File: src/rtl/multiport_register_file.sv
// ============================================================================
// multiport_register_file
// ----------------------------------------------------------------------------
// Decode-stage register file for the pipelined MIPS datapath. It holds
// DEPTH = 2**ADDR_BITS registers of WIDTH bits. Register 0 always reads zero.
// The block has READ_PORTS independent combinational read ports and one
// synchronous write port. It also contains:
//   * a per-register pending-write scoreboard, which the hazard unit sets with
//     Reserve and which a write to the same register clears;
//   * a soft-clear engine. It sweeps registers 1..DEPTH-1 to zero, one per
//     clock, then gives a one-cycle done pulse.
//
// Optional feature macro: REGFILE_BYPASS_EN
//   defined   - a write in flight is forwarded to any read port that
//               addresses the same register in the same cycle (write-through).
//               That port's Busy bit also shows the clear that the write
//               performs.
//   undefined - reads return stored contents only.
//
// Parameters
//   WIDTH       data width of every register
//   ADDR_BITS   register address width (DEPTH = 2**ADDR_BITS)
//   READ_PORTS  number of read ports (1..4)
//
// Ports
//   Clk             in   rising-edge clock
//   Reset           in   asynchronous, active-high; clears all state
//   RegWrite        in   write strobe
//   WriteRegister   in   write address
//   WriteData       in   write data
//   ReadRegister    in   read addresses; port i at [i*ADDR_BITS +: ADDR_BITS]
//   ReadData        out  read data; port i at [i*WIDTH +: WIDTH]
//   Reserve         in   marks ReserveRegister as pending-write
//   ReserveRegister in   register to reserve
//   Busy            out  bit i = scoreboard bit of read port i's register
//   ClearReq        in   request a soft clear of registers 1..DEPTH-1
//   ClearBusy       out  high while the clear sweep runs
//   ClearDone       out  one-cycle pulse when the sweep completes
// ============================================================================
module multiport_register_file #(
    parameter int WIDTH      = 32,
    parameter int ADDR_BITS  = 5,
    parameter int READ_PORTS = 2
) (
    input  logic                             Clk,
    input  logic                             Reset,
    input  logic                             RegWrite,
    input  logic [ADDR_BITS-1:0]             WriteRegister,
    input  logic [WIDTH-1:0]                 WriteData,
    input  logic [READ_PORTS*ADDR_BITS-1:0]  ReadRegister,
    output logic [READ_PORTS*WIDTH-1:0]      ReadData,
    input  logic                             Reserve,
    input  logic [ADDR_BITS-1:0]             ReserveRegister,
    output logic [READ_PORTS-1:0]            Busy,
    input  logic                             ClearReq,
    output logic                             ClearBusy,
    output logic                             ClearDone
);

    localparam int DEPTH = 2 ** ADDR_BITS;

    // Highest register index. The sweep finishes after it zeroes this entry.
    localparam logic [ADDR_BITS-1:0] LAST_IDX  = {ADDR_BITS{1'b1}};
    localparam logic [ADDR_BITS-1:0] FIRST_IDX = ADDR_BITS'(1);
    localparam logic [ADDR_BITS-1:0] ZERO_IDX  = '0;

    // Clear-engine states
    localparam logic [1:0] ST_IDLE  = 2'd0;
    localparam logic [1:0] ST_SWEEP = 2'd1;
    localparam logic [1:0] ST_DONE  = 2'd2;

    // ------------------------------------------------------------------
    // State
    // ------------------------------------------------------------------
    logic [WIDTH-1:0]     regs_q [DEPTH];
    logic [DEPTH-1:0]     busy_q;
    logic [DEPTH-1:0]     busy_d;
    logic [1:0]           state_q;
    logic [1:0]           state_d;
    logic [ADDR_BITS-1:0] idx_q;
    logic [ADDR_BITS-1:0] idx_d;

    // ------------------------------------------------------------------
    // Qualified write / reserve strobes
    // ------------------------------------------------------------------
    // The sweep owns the array. Writes and reserves that arrive during the
    // sweep are dropped, not queued. Index 0 is never a real target.
    logic sweeping;
    logic wr_en;
    logic rsv_en;
    logic clear_all;

    assign sweeping = (state_q == ST_SWEEP);
    assign wr_en    = RegWrite && (WriteRegister   != ZERO_IDX) && !sweeping;
    assign rsv_en   = Reserve  && (ReserveRegister != ZERO_IDX) && !sweeping;

    // ------------------------------------------------------------------
    // Clear FSM next-state logic
    // ------------------------------------------------------------------
    // NOTE: every variable assigned in an always_comb gets a default at the
    // top of the block. An assignment missing on some path would otherwise
    // infer a latch.
    always_comb begin
        state_d   = state_q;
        idx_d     = idx_q;
        clear_all = 1'b0;
        case (state_q)
            ST_IDLE: begin
                if (ClearReq) begin
                    state_d   = ST_SWEEP;
                    idx_d     = FIRST_IDX;
                    clear_all = 1'b1;
                end
            end
            ST_SWEEP: begin
                if (idx_q == LAST_IDX) begin
                    state_d = ST_DONE;
                end else begin
                    idx_d = idx_q + FIRST_IDX;
                end
            end
            ST_DONE: begin
                // ClearReq is ignored here. A held request restarts from IDLE.
                state_d = ST_IDLE;
            end
            default: begin
                state_d = ST_IDLE;
            end
        endcase
    end

    // NOTE: sequential state uses non-blocking assignments only. All flops
    // then sample their inputs at the same instant, whatever order the
    // blocks are evaluated in.
    always_ff @(posedge Clk or posedge Reset) begin
        if (Reset) begin
            state_q <= ST_IDLE;
            idx_q   <= FIRST_IDX;
        end else begin
            state_q <= state_d;
            idx_q   <= idx_d;
        end
    end

    assign ClearBusy = (state_q == ST_SWEEP);
    assign ClearDone = (state_q == ST_DONE);

    // ------------------------------------------------------------------
    // Scoreboard
    // ------------------------------------------------------------------
    // The write clear is applied first and the reserve set afterwards, so a
    // same-cycle reserve of the same register keeps it busy. Starting a
    // sweep invalidates every pending write, so clear_all has priority.
    always_comb begin
        busy_d = busy_q;
        if (wr_en) begin
            busy_d[WriteRegister] = 1'b0;
        end
        if (rsv_en) begin
            busy_d[ReserveRegister] = 1'b1;
        end
        if (clear_all) begin
            busy_d = '0;
        end
        busy_d[0] = 1'b0;
    end

    always_ff @(posedge Clk or posedge Reset) begin
        if (Reset) begin
            busy_q <= '0;
        end else begin
            busy_q <= busy_d;
        end
    end

    // ------------------------------------------------------------------
    // Register array
    // ------------------------------------------------------------------
    // NOTE: this array is deliberately reset, because software relies on
    // every register reading zero after Reset. A storage array with no
    // architectural reset value would leave out the reset branch, so that
    // it could map onto RAM.
    // Entry 0 is reset and never written, so it stays a constant zero.
    always_ff @(posedge Clk or posedge Reset) begin
        if (Reset) begin
            for (int r = 0; r < DEPTH; r++) begin
                regs_q[r] <= '0;
            end
        end else if (sweeping) begin
            regs_q[idx_q] <= '0;
        end else if (wr_en) begin
            regs_q[WriteRegister] <= WriteData;
        end
    end

    // ------------------------------------------------------------------
    // Read ports
    // ------------------------------------------------------------------
    for (genvar p = 0; p < READ_PORTS; p++) begin : g_rd
        logic [ADDR_BITS-1:0] addr;
        logic [WIDTH-1:0]     data;
        logic                 busy_bit;

        assign addr = ReadRegister[p*ADDR_BITS +: ADDR_BITS];

        always_comb begin
            data     = regs_q[addr];
            busy_bit = busy_q[addr];
`ifdef REGFILE_BYPASS_EN
            // Forward the in-flight write. The busy bit drops with it unless
            // a reserve of the same register re-sets it at this edge.
            if (wr_en && (WriteRegister == addr)) begin
                data = WriteData;
                if (!(rsv_en && (ReserveRegister == WriteRegister))) begin
                    busy_bit = 1'b0;
                end
            end
`endif
        end

        assign ReadData[p*WIDTH +: WIDTH] = data;
        assign Busy[p]                    = busy_bit;
    end

endmodule

File: config.mk
export PLATFORM = sky130hd
export DESIGN_NAME = multiport_register_file
export DESIGN_NICKNAME = d
export VERILOG_FILES = /design/src/rtl/multiport_register_file.sv
export SDC_FILE = /design/constraint.sdc
export NUM_CORES = 2
export LEC_CHECK = 0
export CAP_MARGIN = 20
export CORE_MARGIN = 2
export CORE_UTILIZATION = 57
export CTS_BUF_LIST = sky130_fd_sc_hd__clkbuf_8 sky130_fd_sc_hd__clkbuf_16
export CTS_CLUSTER_DIAMETER = 150
export DETAILED_ROUTE_END_ITERATION = 8
export PLACE_DENSITY_LB_ADDON = 0.3
export SETUP_SLACK_MARGIN = 0.05
export SYNTH_ARGS = -nofsm -noshare
export SYNTH_HDL_FRONTEND = slang
export SYNTH_SLANG_ARGS = --single-unit
export TNS_END_PERCENT = 10
File: constraint.sdc
create_clock -name Clk -period 36.9 [get_ports Clk]
set_clock_uncertainty 0.2 [all_clocks]
set_input_delay 5.535 -clock Clk [delete_from_list [all_inputs] [get_ports Clk]]
set_output_delay 5.535 -clock Clk [all_outputs]
set_load 0.05 [all_outputs]
==> flow_summary.json <==
{
  "grt_overflow": 0,
  "r2r_setup_slack_ns": 33.35,
  "yosysUniqueCellTypes": 44,
  "routabilityCongestion": 0.850,
  "cp_cell_sequence": "buf_8 -> buf_4 -> buf_4 -> buf_4 -> mux4_2 -> o22ai_1 -> nor4_1 -> clkdlybuf4s50_1",
  "grt_max_degree": 145,
  "grt_pass1_vias": 41300,
  "yosys.area.top_type_share_pct": 50.0,
  "met2_usage_pct": 58.2,
  "status": "completed",
  "crit_slowest_cell": "clkdlybuf4s50_1",
  "async_reset_ff_share_pct": 100,
  "drt-wirelength-per-cell_um": 38.6,
  "cts_root_buf": "clkbuf_16",
  "synth_common_cells": "1061 x dfrtp_1, 994 x a22o_1, 518 x mux4_2",
  "synth_compound_gate_area_share_pct": 20.5,
  "cts_tree": "done",
  "worstSetupEndpoint": "ReadData[22]",
  "cts_buffer_depth": 3,
  "synth-xor-area-share_pct": 0,
  "critPathMaxStageDelay_ns": 0.93,
  "crit_start": "ReadRegister[1]",
  "wirelength_um": 193000,
  "clkLatencyLatePin_ns": 0.69,
  "synthesis.nets": 3817,
  "synth-simple-area-share_pct": 3.24,
  "fin_setup_tns_ns": 0,
  "die_y_um": 309,
  "rows": 111,
  "syn_inst": 3755,
  "required_ns": 31.16,
  "finalMaxSlewViolations": 0,
  "vias": 41400,
  "drive_gt1_share_pct": 25.5,
  "cp_max_fo": 79,
  "netlist_area_um2": 53100,
  "crit_arrival_ns": 11.00,
  "gr-usage-met3_pct": 15.8,
  "clk_pin_slew_ns": 0.06,
  "fin_ws_ns": 20.16,
  "synth_fa_ha_area_share_pct": 0.118,
  "grt_first_pass_wirelength_um": 281000,
  "cp.depth": 8,
  "holdBufCountCts": 0,
  "post_synth.cell_area_avg_um2": 14.2,
  "path_delay_family": "buffers and inverters",
  "top_usage_layer": "met2",
  "synth_top_area_cell": "dfrtp_1",
  "reg2reg_from": "state_q[1]",
  "portBuffers": 124,
  "dr.pass1.iters": 6,
  "cts_resized": 0,
  "dieArea_um2": 95700,
  "nets": 3724,
  "cts.sink_count": 1062,
  "synth_edf_count": 0,
  "drc_errors": 0,
  "total_power_mw": 3.56,
  "drt_iter0_markers": 6886,
  "slew_headroom_pct": 19.4,
  "criticalPathCategory": "in2out",
  "hold_viol": 0,
  "worstReg2RegEnd": "regs_q[612]",
  "ys_ff_latch": 1062,
  "power_density_nw_per_um2": 59.3,
  "core-area_um2": 92100,
  "tightest_slew_ns": 1.21,
  "grt_use_total_pct": 40.6,
  "path_buf_inv": 5,
  "rsz0062_at_grt": "no",
  "dp_hpwl_um": 98800,
  "grt_use_met1_pct": 53.6,
  "start_kind": "input port",
  "cts-buffers-inserted": 112,
  "ys_seq_area_share_pct": 50.0,
  "setup_violations": 0,
  "pre_cts_slack_ns": 20.17,
  "synth_area_leaders": "dfrtp_1 50%, mux4_2 22%, a22o_1 16%, o22ai_1 3.0%, clkbuf_1 2.4%",
  "synth_flop_cell": "dfrtp_1",
  "initial_core_util_pct": 57.7,
  "htree_num_levels": 3,
  "finalCritPeriodShare_pct": 45.4,
  "fmax_mhz": 59.7,
  "synth_top_family_by_area": "multiplexers",
  "antenna_found_initial": 7,
  "period_needed_ns": 16.74,
  "ant_nets": 0,
  "final_util_pct": 65.2,
  "synth_most_common_cell": "dfrtp_1",
  "hold_class": "reg2reg",
  "p_leak_nw": 26.3,
  "worstSetupEndpointType": "output pin",
  "vdd_drop_max_mv": 0.0387,
  "crit_top_cell": "buf_4",
  "viasPerCell": 8.29,
  "areaGrowthSynthToFinish_pct": 13.0,
  "top_level_ports": 125,
  "yosysWarningCount": 0,
  "post_cts_buffers": 0,
  "cap_violations": 0,
  "fp.dieW_um": 309,
  "r2r_cells": 6,
  "synthMuxAreaShare_pct": 22.3
}
[per-stage QoR]
stage               hold WS [ns]  std cells  cell area [um^2]
CTS                        0.306       4973             59400
global placement           0.282       4760             55500
floorplan                  0.267       3755             53100
detailed placement         0.288       4766             55600
finish                     0.308       5000             60100
global route               0.319       4999             60100
[sequential cells by signal, indices dropped and copies added, names as in the netlist]
name     count
regs_q    1024
state_q      2
idx_q        5
busy_q      31
[placed cells by master (no fill, tap or decap), types with 16 or more instances in the layout]
master and n:
a22o_1 994, nor4_1 70, a21oi_1 33, clkinv_2 25, nand3b_1 16, and2_1 35
buf_16 16, nor2_4 31, nor2_1 39, clkbuf_16 119, dfrtp_1 1061, buf_4 120
mux4_2 518, clkdlybuf4s50_1 120, a21oi_4 31, o21ai_0 31, clkbuf_8 21, inv_1 33
o22ai_1 256, nand2_1 26
[power by group]
group,leakage [nW],internal [mW],switching (mW)
Sequential,14.7,1.37,0.180
Clock,1.98,0.680,0.494
Combinational,9.60,0.397,0.441
Total,26.3,2.45,1.11
[per-layer routing]
layer / part of all wire, % / wire (um)
met1: 34 / 66000
met2: 43 / 83700
met3: 16 / 30300
met4: 6.5 / 12600
met5: 0.13 / 256
[how the worst min path moves through the flow]
stage                      start            to  slack [ns]  depth (start not counted)
finish              regs_q[1023]  regs_q[1023]        0.31                          1
global placement    regs_q[1005]  regs_q[1005]        0.28                          1
CTS                 regs_q[1023]  regs_q[1023]        0.31                          1
detailed placement  regs_q[1007]  regs_q[1007]        0.29                          1
floorplan           regs_q[1021]  regs_q[1021]        0.27                          1
global route        regs_q[1023]  regs_q[1023]        0.32                          1
[logic make-up (layout without fill, tap and decap cells)]
logic type               Yosys count  after routing
AND/OR/NAND/NOR                  300            300
multiplexers                     537            537
other                              0              2
buffers and inverters            495            495
flip-flops                      1062           1062
adder cells (fa/ha/maj)            5              5
AO/OA/AOI/OAI                   1356           1356
[area by class of cell]
| type | count | area, um^2 |
|---|---|---|
| diodes | 2 | 5.00 |
| clock buffers | 135 | 3140 |
| clock inverters | 72 | 682 |
| fillers | 6367 | 32000 |
| inverters | 11 | 48.8 |
| multi-input cells | 2198 | 25100 |
| flip-flops and latches | 1062 | 26600 |
| well taps | 1243 | 1560 |
| repair buffers | 277 | 2910 |
No activity file was read; power rests on OpenSTA's default activity.
